File: src/rtl/ddr3_phase_step_ctrl_if.sv
// Request/status bus between the write-leveling FSM (master) and the
// PLL phase-step controller (slave).
interface ddr3_phase_step_ctrl_if #(
    parameter int PW = 4
);
    logic          req_valid;
    logic          req_ready;
    logic          req_abs;
    logic          req_dir;
    logic [PW-1:0] req_val;
    logic          busy;
    logic          move_done;
    logic          move_err;
    logic [PW-1:0] phase_pos;

    modport master (
        output req_valid, req_abs, req_dir, req_val,
        input  req_ready, busy, move_done, move_err, phase_pos
    );

    modport slave (
        input  req_valid, req_abs, req_dir, req_val,
        output req_ready, busy, move_done, move_err, phase_pos
    );
endinterface

File: src/rtl/ddr3_phase_step_ctrl.sv
// Drives the PLL dynamic phase-shift port one step at a time and tracks
// the resulting write-DQS phase position modulo PHASE_STEPS.
//
// state       | meaning
// S_IDLE      | waiting for a request; ready when PLL locked
// S_SETUP     | direction driven, one cycle before the step edge
// S_STEP_HI   | phase_step high for STEP_HIGH_CLKS cycles
// S_WAIT_DONE | waiting for phase_done, bounded by DONE_TIMEOUT
// S_SETTLE    | idle gap after a completed step
module ddr3_phase_step_ctrl #(
    parameter int PHASE_STEPS    = 16,
    parameter int INIT_POS       = 0,
    parameter int STEP_HIGH_CLKS = 4,
    parameter int SETTLE_CLKS    = 8,
    parameter int USE_DONE       = 1,
    parameter int DONE_TIMEOUT   = 1024,
    localparam int PW            = $clog2(PHASE_STEPS)
) (
    input  logic i_clk,
    input  logic i_rst_n,
    input  logic i_pll_locked,
    input  logic i_phase_done,
    output logic o_phase_step,
    output logic o_phase_updn,
    ddr3_phase_step_ctrl_if.slave req_if
);

    localparam int TW = $clog2(DONE_TIMEOUT + STEP_HIGH_CLKS + SETTLE_CLKS + 1);
    localparam logic [TW-1:0] STEP_LOAD   = TW'(STEP_HIGH_CLKS - 1);
    localparam logic [TW-1:0] DONE_LOAD   = TW'(DONE_TIMEOUT - 1);
    localparam logic [TW-1:0] SETTLE_LOAD = TW'((SETTLE_CLKS > 0) ? SETTLE_CLKS - 1 : 0);
    localparam logic [PW:0]   HALF        = (PW+1)'(PHASE_STEPS / 2);
    localparam logic [PW-1:0] POS_INIT    = PW'(INIT_POS);

    typedef enum logic [2:0] {
        S_IDLE,
        S_SETUP,
        S_STEP_HI,
        S_WAIT_DONE,
        S_SETTLE
    } state_t;

    state_t        r_state, w_state_nx;
    logic [PW-1:0] r_pos, w_pos_nx;
    logic [PW-1:0] r_remain, w_remain_nx;
    logic [TW-1:0] r_tmr, w_tmr_nx;
    logic          r_updn, w_updn_nx;
    logic          r_step;
    logic          r_done, w_done_nx;
    logic          r_err, w_err_nx;

    logic          w_ready;
    logic          w_accept;
    logic [PW-1:0] w_diff;
    logic [PW-1:0] w_n;
    logic          w_dir;
    logic [PW-1:0] w_pos_stepped;

    assign w_ready  = (r_state == S_IDLE) && i_pll_locked;
    assign w_accept = req_if.req_valid && w_ready;
    assign w_diff   = req_if.req_val - r_pos;
    assign w_pos_stepped = r_updn ? (r_pos + PW'(1)) : (r_pos - PW'(1));

    // Absolute moves take the shorter way round; a half-turn tie goes up.
    always_comb begin
        w_n   = req_if.req_val;
        w_dir = req_if.req_dir;
        if (req_if.req_abs) begin
            if ({1'b0, w_diff} <= HALF) begin
                w_n   = w_diff;
                w_dir = 1'b1;
            end else begin
                w_n   = -w_diff;
                w_dir = 1'b0;
            end
        end
    end

    always_comb begin
        w_state_nx  = r_state;
        w_pos_nx    = r_pos;
        w_remain_nx = r_remain;
        w_tmr_nx    = r_tmr;
        w_updn_nx   = r_updn;
        w_done_nx   = 1'b0;
        w_err_nx    = r_err;

        case (r_state)
            S_IDLE: begin
                if (w_accept) begin
                    w_err_nx = 1'b0;
                    if (w_n == '0) begin
                        w_done_nx = 1'b1;
                    end else begin
                        w_state_nx  = S_SETUP;
                        w_remain_nx = w_n;
                        w_updn_nx   = w_dir;
                    end
                end
            end
            S_SETUP: begin
                w_state_nx = S_STEP_HI;
                w_tmr_nx   = STEP_LOAD;
            end
            S_STEP_HI: begin
                if (r_tmr != '0) begin
                    w_tmr_nx = r_tmr - TW'(1);
                end else if (USE_DONE != 0) begin
                    w_state_nx = S_WAIT_DONE;
                    w_tmr_nx   = DONE_LOAD;
                end else begin
                    w_state_nx  = S_SETTLE;
                    w_tmr_nx    = SETTLE_LOAD;
                    w_pos_nx    = w_pos_stepped;
                    w_remain_nx = r_remain - PW'(1);
                end
            end
            S_WAIT_DONE: begin
                if (i_phase_done) begin
                    w_state_nx  = S_SETTLE;
                    w_tmr_nx    = SETTLE_LOAD;
                    w_pos_nx    = w_pos_stepped;
                    w_remain_nx = r_remain - PW'(1);
                end else if (r_tmr == '0) begin
                    w_state_nx = S_IDLE;
                    w_err_nx   = 1'b1;
                    w_done_nx  = 1'b1;
                end else begin
                    w_tmr_nx = r_tmr - TW'(1);
                end
            end
            S_SETTLE: begin
                if (r_tmr != '0) begin
                    w_tmr_nx = r_tmr - TW'(1);
                end else if (r_remain == '0) begin
                    w_state_nx = S_IDLE;
                    w_done_nx  = 1'b1;
                end else begin
                    w_state_nx = S_SETUP;
                end
            end
            default: w_state_nx = S_IDLE;
        endcase

        // The PLL restarts at its default phase whenever lock is lost.
        if (!i_pll_locked) begin
            w_pos_nx = POS_INIT;
            if (r_state != S_IDLE) begin
                w_state_nx = S_IDLE;
                w_err_nx   = 1'b1;
                w_done_nx  = 1'b1;
            end
        end
    end

    always_ff @(posedge i_clk) begin
        if (!i_rst_n) begin
            r_state  <= S_IDLE;
            r_pos    <= POS_INIT;
            r_remain <= '0;
            r_tmr    <= '0;
            r_updn   <= 1'b1;
            r_step   <= 1'b0;
            r_done   <= 1'b0;
            r_err    <= 1'b0;
        end else begin
            r_state  <= w_state_nx;
            r_pos    <= w_pos_nx;
            r_remain <= w_remain_nx;
            r_tmr    <= w_tmr_nx;
            r_updn   <= w_updn_nx;
            r_step   <= (w_state_nx == S_STEP_HI);
            r_done   <= w_done_nx;
            r_err    <= w_err_nx;
        end
    end

    assign o_phase_step     = r_step;
    assign o_phase_updn     = r_updn;
    assign req_if.req_ready = w_ready;
    assign req_if.busy      = (r_state != S_IDLE);
    assign req_if.move_done = r_done;
    assign req_if.move_err  = r_err;
    assign req_if.phase_pos = r_pos;

endmodule
File: src/flat_wrapper.sv
// flat-port wrapper written by rule: the top's interface ports become plain ports
module ddr3_phase_step_ctrl_flat 
#(
    parameter int PHASE_STEPS    = 16,
    parameter int INIT_POS       = 0,
    parameter int STEP_HIGH_CLKS = 4,
    parameter int SETTLE_CLKS    = 8,
    parameter int USE_DONE       = 1,
    parameter int DONE_TIMEOUT   = 1024,
    localparam int PW            = $clog2(PHASE_STEPS)
)
  (i_clk, i_rst_n, i_pll_locked, i_phase_done, o_phase_step, o_phase_updn, req_if_req_valid, req_if_req_abs, req_if_req_dir, req_if_req_val, req_if_req_ready, req_if_busy, req_if_move_done, req_if_move_err, req_if_phase_pos);
  ddr3_phase_step_ctrl_if req_if_i ();
  input  logic i_clk;
  input  logic i_rst_n;
  input  logic i_pll_locked;
  input  logic i_phase_done;
  output logic o_phase_step;
  output logic o_phase_updn;
  input wire logic [$bits(req_if_i.req_valid)-1:0] req_if_req_valid;
  input wire logic [$bits(req_if_i.req_abs)-1:0] req_if_req_abs;
  input wire logic [$bits(req_if_i.req_dir)-1:0] req_if_req_dir;
  input wire logic [$bits(req_if_i.req_val)-1:0] req_if_req_val;
  output wire logic [$bits(req_if_i.req_ready)-1:0] req_if_req_ready;
  output wire logic [$bits(req_if_i.busy)-1:0] req_if_busy;
  output wire logic [$bits(req_if_i.move_done)-1:0] req_if_move_done;
  output wire logic [$bits(req_if_i.move_err)-1:0] req_if_move_err;
  output wire logic [$bits(req_if_i.phase_pos)-1:0] req_if_phase_pos;
  assign req_if_i.req_valid = req_if_req_valid;
  assign req_if_i.req_abs = req_if_req_abs;
  assign req_if_i.req_dir = req_if_req_dir;
  assign req_if_i.req_val = req_if_req_val;
  assign req_if_req_ready = req_if_i.req_ready;
  assign req_if_busy = req_if_i.busy;
  assign req_if_move_done = req_if_i.move_done;
  assign req_if_move_err = req_if_i.move_err;
  assign req_if_phase_pos = req_if_i.phase_pos;
  ddr3_phase_step_ctrl #(.PHASE_STEPS(PHASE_STEPS), .INIT_POS(INIT_POS), .STEP_HIGH_CLKS(STEP_HIGH_CLKS), .SETTLE_CLKS(SETTLE_CLKS), .USE_DONE(USE_DONE), .DONE_TIMEOUT(DONE_TIMEOUT)) u_core (.i_clk(i_clk), .i_rst_n(i_rst_n), .i_pll_locked(i_pll_locked), .i_phase_done(i_phase_done), .o_phase_step(o_phase_step), .o_phase_updn(o_phase_updn), .req_if(req_if_i));
endmodule
File: config.mk
export PLATFORM = sky130hd
export DESIGN_NAME = ddr3_phase_step_ctrl_flat
export DESIGN_NICKNAME = d
export VERILOG_FILES = /design/src/rtl/ddr3_phase_step_ctrl_if.sv /design/src/rtl/ddr3_phase_step_ctrl.sv /design/src/flat_wrapper.sv
export SDC_FILE = /design/constraint.sdc
export NUM_CORES = 1
export LEC_CHECK = 0
export CORE_MARGIN = 2
export CORE_UTILIZATION = 44
export CTS_CLUSTER_DIAMETER = 50
export DETAILED_ROUTE_END_ITERATION = 8
export PLACE_DENSITY = 0.64
export SYNTH_ARGS = -nofsm -noshare
export SYNTH_HDL_FRONTEND = slang
export SYNTH_SLANG_ARGS = --single-unit
File: constraint.sdc
create_clock -name i_clk -period 5.07 [get_ports i_clk]
set_clock_uncertainty 0.2 [all_clocks]
set_input_delay 1.014 -clock i_clk [delete_from_list [all_inputs] [get_ports i_clk]]
set_output_delay 1.014 -clock i_clk [all_outputs]
set_load 0.02 [all_outputs]
==> results_dict.tcl, run 1 <==
set metrics [dict create \
    outcome "completed" \
    maxSlewHeadroom_pct 53.7 \
    setup.worst_path.class "in -> reg" \
    core_area_mm2 0.00435 \
    hold_viol 0 \
    grt_max_degree 20 \
    setup_viol 0 \
    seq_power_share_pct 45.8 \
    rr_worst_depth 11 \
    port_buffers 20 \
    async_flop_share_pct 0 \
    netlist_area_mm2 0.00198 \
    synth_edf_count 0 \
    cellLeakagePower_nw 0.847 \
    tritoncts "built" \
    dp_hpwl_mm 3.35 \
    powerDensity_mw_per_mm2 219 \
    final_area_mm2 0.00223 \
    cts_resized 0 \
    synth_most_common_cell "a21oi_1" \
    h-tree-depth 1 \
    avgSynthCellArea_um2 7.96 \
    yosys-top-cells-count "a21oi_1, dfxtp_1, nand2_1, nor2_1, inv_1" \
    ir_drop_mv 0.0866 \
    grt.overflow.total 0 \
    placed_cell_area_mm2 0.00219 \
    ctsLongestPathBuffers 2 \
    ys_seq_area_share_pct 26.2 \
    first_iter_violations 152 \
    root_buffer "clkbuf_8" \
    holdBufCountCts 0 \
    tns_ns 0 \
    synth_cell_types 67 \
    track_usage_pct 18.8 \
    chipWidth_um 71.1 \
    p_clk_share_pct 23.7 \
    rsz0062_at_grt "no" \
    wl_per_cell_um 14.1 \
    hold_depth 2 \
    fmax_mhz 255 \
    num-fill-cells 429 \
    hold_class "reg -> reg" \
    die_area_mm2 0.00506 \
    syn2layout_area_growth_pct 12.7 \
    drive_gt1_share_pct 10.2 \
    drc 0 \
    path_max_fanout 7 \
    ys_ff_latch 26 \
    start_util_pct 45.5 \
    switching_power_w 0.000163 \
    start_kind "input pin" \
    fin_crit_ns 3.92 \
    clk_latency_ns 0.27 \
    dr.pass1.iters 4 \
    detail-route-antenna-nets 0 \
    instances_no_fill 316 \
    synth_area_leaders "dfxtp_1, a21oi_1, ha_1, nand2_1, nor2_1" \
    max_slew.worst_pin.slew_ns 0.692 \
    cts_setup_buffers 0 \
    maxCapViolCount 0 \
    synthFlopType "dfxtp_1" \
    yosys.area.top_type "dfxtp_1" \
    routed_wirelength_mm 4.47 \
    clk_pin_slew_ns 0.09 \
    synth_top_cell_area_share_pct 26.2 \
    grt_pass1_vias 1629 \
    power.internal_w 0.000327 \
    p_comb_share_pct 30.5 \
    antenna_found_initial 0 \
    yosys_warnings 0 \
    critPathArrivalTime_ns 3.87 \
    syn_nets 270 \
    die_h_um 71.1 \
    sw_frac_of_total_pct 33.3 \
    viasPerCell 5.79 \
    num_vias 1831 \
    grt_pass1_wl_mm 7.83 \
    final_nets 287 \
    slew_violations 0 \
    cts_sinks 26 \
    rows 24 \
    antenna_cells 0 \
    synth_cells 249 \
    place.gp.congestion 0.804 \
    crit_required_ns 5.02 \
    dp.cells 313 \
    finalCritPeriodShare_pct 77.3 \
    io_pins 21 \
    numCtsBuffers 3 \
    worstSetupEndpointType "flip-flop" \
]
## sequential cells by signal, indices dropped and copies added, names as in the netlist
signal	count
u_core.r_tmr	11
u_core.r_remain	4
u_core.req_if.phase_pos	4
u_core.r_state	3
u_core.o_phase_step	1
u_core.o_phase_updn	1
u_core.req_if.move_done	1
u_core.req_if.move_err	1
## worst max-delay path, cell delays in order
cell	delay [ns]
clkdlybuf4s50_1	0.48
inv_1	0.06
ha_1	0.20
inv_1	0.07
fa_1	0.46
inv_1	0.08
ha_1	0.19
o21ai_1	0.12
a31o_1	0.25
nor4_2	0.40
o31ai_4	0.18
a221oi_2	0.30
a311oi_1	0.06
## through the flow
stage               util (%)  total power, W  hold WS [ns]  worst slack (ns)
floorplan                  -        0.000340         0.251              1.53
global placement        50.4        0.000376         0.282             0.934
detailed placement      50.4        0.000377         0.289             0.856
CTS                     51.3        0.000496         0.301              1.14
global route            51.3        0.000525         0.329             0.970
finish                  51.3        0.000490         0.297              1.15
## cells in the final DEF (no fill, tap or decap), types with 2 or more instances in the layout
cell | Yosys | layout
a211oi_1 | 5 | 5
a21oi_1 | 28 | 28
a221oi_2 | 2 | 2
and2_1 | 3 | 3
and3_1 | 5 | 5
clkbuf_8 | 2 | 3
clkdlybuf4s50_1 | 0 | 20
dfxtp_1 | 26 | 26
fa_1 | 2 | 2
ha_1 | 8 | 8
inv_1 | 20 | 20
mux2i_1 | 2 | 2
nand2_1 | 23 | 23
nand2b_1 | 5 | 5
nand3_1 | 3 | 3
nand3b_1 | 2 | 2
nand4_1 | 2 | 2
nor2_1 | 22 | 22
nor3_1 | 8 | 8
nor4_2 | 2 | 2
o211ai_1 | 5 | 5
o21ai_0 | 15 | 15
o21ai_1 | 5 | 5
o221ai_2 | 2 | 2
or3_1 | 3 | 3
or4_1 | 2 | 2
xnor2_1 | 3 | 3
## cell type report
type	instances	area [um2]	share of cell area (%)
tap	52	65.1	2.91
sequential	26	520	23.3
timing repair buffer	20	200	8.96
multi-input combinational	195	1330	59.6
inverter	20	75.1	3.36
clock buffer	3	41.3	1.85
## logic make-up (layout without fill, tap and decap cells)
group | Yosys count | after routing | share of synthesized area [%]
AND/OR/NAND/NOR | 91 | 91 | 24.5
adder cells (fa/ha/maj) | 10 | 10 | 7.07
buffers and inverters | 28 | 43 | 6.56
multiplexers | 3 | 3 | 1.58
AO/OA/AOI/OAI | 85 | 85 | 30.7
flip-flops | 26 | 26 | 26.2
XOR/XNOR | 6 | 6 | 3.41
## power by group through the flow
stage | clock (W) | combinational, W | sequential [W]
floorplan | 0 | 0.000113 | 0.000227
global placement | 0 | 0.000147 | 0.000229
detailed placement | 0 | 0.000148 | 0.000229
CTS | 0.000122 | 0.000149 | 0.000224
global route | 0.000131 | 0.000168 | 0.000227
finish | 0.000116 | 0.000150 | 0.000224
## per-layer routing
metal / share of wire, % / GRT usage [%] / vias to the layer above / wire [um]
met1: 50 / 27.9 / 832 / 2210
met2: 44 / 28.3 / 54 / 1960
met4: 0.52 / 3.56 / 0 / 23
met3: 6.1 / 3.99 / 5 / 271
li1: - / - / 940 / -
met5: 0 / 0 / - / 0
## worst paths after layout
check                                endpoint  slack [ns]                                     from
min              u_core.r_tmr[1]$_SDFFE_PN0P_        0.30             u_core.r_tmr[1]$_SDFFE_PN0P_
min reg2reg      u_core.r_tmr[1]$_SDFFE_PN0P_        0.30             u_core.r_tmr[1]$_SDFFE_PN0P_
max           u_core.r_remain[3]$_SDFFE_PN0P_        1.15                        req_if_req_val[0]
max reg2reg  u_core.o_phase_updn$_SDFFE_PN1P_        1.85  u_core.req_if.phase_pos[0]$_SDFFE_PN0P_
Note: power is estimated with default switching activity, not from simulation.
==> inputs of run 2 (changes only) <==
--- a/config.mk
+++ b/config.mk
@@ -9,7 +9,7 @@
 export CORE_UTILIZATION = 44
 export CTS_CLUSTER_DIAMETER = 50
 export DETAILED_ROUTE_END_ITERATION = 8
-export PLACE_DENSITY = 0.64
+export PLACE_DENSITY = 0.66
 export SYNTH_ARGS = -nofsm -noshare
 export SYNTH_HDL_FRONTEND = slang
 export SYNTH_SLANG_ARGS = --single-unit
==> constraint.sdc (replaced) <==
create_clock -name i_clk -period 3.6 [get_ports i_clk]
set_clock_uncertainty 0.2 [all_clocks]
set_input_delay 0.72 -clock i_clk [delete_from_list [all_inputs] [get_ports i_clk]]
set_output_delay 0.72 -clock i_clk [all_outputs]
set_load 0.02 [all_outputs]
==> results_dict.tcl, run 2 (same netlist as run 1, synthesis figures left out) <==
set metrics [dict create \
    path_max_fanout 7 \
    fin_hold_ws_ns 0.297 \
    largest_register_ffs 11 \
    slowest_delay_ns 0.56 \
    met2_length_mm 2.41 \
    root_buffer "clkbuf_8" \
    dr.pass1.iters 4 \
    critPathArrivalTime_ns 3.30 \
    dp_hpwl_mm 3.65 \
    p_clk_share_pct 23.4 \
    dp.cells 322 \
    regMostFlops "u_core.r_tmr" \
    core_area_mm2 0.00435 \
    antenna_cells 0 \
    slowest_stage "fa_1" \
    detail-route-antenna-nets 0 \
    numCtsBuffers 3 \
    cp_cell_sequence "clkdlybuf4s50_1, fa_1, inv_1, ha_1, o311a_1, a311oi_4, o31ai_4, a221oi_2, a311oi_1" \
    outcome "completed" \
    switching_power_w 0.000235 \
    sw_frac_of_total_pct 33.4 \
    grt_max_degree 19 \
    drc 0 \
    start_util_pct 45.5 \
    slew_violations 0 \
    instances_no_fill 325 \
    start_kind "input pin" \
    grt_pass1_wl_mm 8.24 \
    topRoutingLayerUsed "met4" \
    rows 24 \
    rsz0062_at_grt "no" \
    viasPerCell 5.80 \
    seq_power_share_pct 44.9 \
    drive_gt1_share_pct 13.6 \
    antenna_found_initial 0 \
    final_nets 296 \
    fmax_mhz 299 \
    chipWidth_um 71.1 \
    first_iter_violations 120 \
    clk_latency_ns 0.27 \
    p_total_w 0.000703 \
    m1WireLength_mm 2.18 \
    holdBufCountCts 0 \
    final_cell_mix "a21oi_1, dfxtp_1, nand2_1" \
    hold_class "reg -> reg" \
    p_comb_share_pct 31.6 \
    setup.worst_path.class "in -> reg" \
    track_usage_pct 19.8 \
    finalCritPeriodShare_pct 92.9 \
    io_pins 21 \
    num_vias 1885 \
    maxCapViolCount 0 \
    tritoncts "built" \
    layout_commonest_cell "a21oi_1" \
    powerDensity_mw_per_mm2 304 \
    ir_drop_mv 0.124 \
    cellLeakagePower_nw 0.904 \
    syn2layout_area_growth_pct 16.7 \
    ctsLongestPathBuffers 2 \
    power.internal_w 0.000468 \
    port_buffers 20 \
    die_area_mm2 0.00506 \
    wl_per_cell_um 14.5 \
    cts_sinks 26 \
    grt.overflow.total 0 \
    clk_pin_slew_ns 0.09 \
    h-tree-depth 1 \
    fin_crit_ns 3.34 \
    crit_required_ns 3.55 \
    setup_viol 0 \
    die_h_um 71.1 \
    maxSlewHeadroom_pct 51.9 \
    dr_wl_met3_um 114 \
    max_slew.worst_pin.slew_ns 0.722 \
    worstSetupEndpointType "flip-flop" \
    place.gp.congestion 0.912 \
    grt_pass1_vias 1834 \
    routed_wirelength_mm 4.72 \
    hold_viol 0 \
]
-- run 2: cell count changes in the layout (fill, tap and decap cells not counted) --
cell             before  now
dlymetal6s2s_1        0    1
nor4_4                0    1
inv_2                 0    1
buf_4                 0    9
clkdlybuf4s50_1      20   19
inv_1                20   19
nor4_2                2    1
-- run 2: layout make-up --
cell class | count | area (um2)
clock buffers | 3 | 41.3
fillers | 408 | 2040
inverters | 20 | 75.1
multi-input cells | 195 | 1340
flip-flops and latches | 26 | 520
well taps | 52 | 65.1
repair buffers | 29 | 270
-- run 2: layer usage --
| metal | up-vias | track usage [%] |
|---|---|---|
| met1 | 890 | 25.3 |
| met4 | 0 | 4.19 |
| met3 | 3 | 2.14 |
| met5 | - | 0 |
| met2 | 32 | 35.9 |
| li1 | 960 | - |
-- run 2: power by group through the flow --
stage | sequential, W | clock (W) | combinational, W
floorplan | 0.000320 | 0 | 0.000159
CTS | 0.000316 | 0.000167 | 0.000221
finish | 0.000316 | 0.000165 | 0.000222
global placement | 0.000322 | 0 | 0.000217
global route | 0.000319 | 0.000177 | 0.000251
detailed placement | 0.000323 | 0 | 0.000220
-- run 2: path summary, 6_finish.rpt --
path                                                        end  slack (ns)                                     from  depth (start not counted)
worst max-delay path            u_core.r_remain[3]$_SDFFE_PN0P_        0.26                        req_if_req_val[1]                          9
worst min-delay path               u_core.r_tmr[9]$_SDFFE_PN0P_        0.30             u_core.r_tmr[9]$_SDFFE_PN0P_                          2
worst max register to register  u_core.r_remain[3]$_SDFFE_PN0P_        0.52  u_core.req_if.phase_pos[0]$_SDFFE_PN0P_                         10
worst min register to register     u_core.r_tmr[9]$_SDFFE_PN0P_        0.30             u_core.r_tmr[9]$_SDFFE_PN0P_                          2
-- run 2: worst max-delay path: cells and delay by family --
kind | cells | cell delay (ns)
buffers and inverters | 2 | 0.55
AO/OA/AOI/OAI | 5 | 1.24
adder cells (fa/ha/maj) | 2 | 0.77
-- run 2: what timing repair did --
item,4_1_cts,5_1_grt
setup endpoints to repair,0,7
gates resized for setup,0,3
buffers inserted,0,0
-- run 2: through the flow --
stage | worst slack, ns | TNS (ns) | utilization, % | instance area [um2]
floorplan | 0.349 | 0 | - | 1980
global placement | -0.142 | -0.567 | 51.9 | 2260
detailed placement | -0.290 | -1.19 | 51.9 | 2260
CTS | 0.00588 | 0 | 52.9 | 2300
global route | 0.141 | 0 | 53.1 | 2310
finish | 0.256 | 0 | 53.1 | 2310
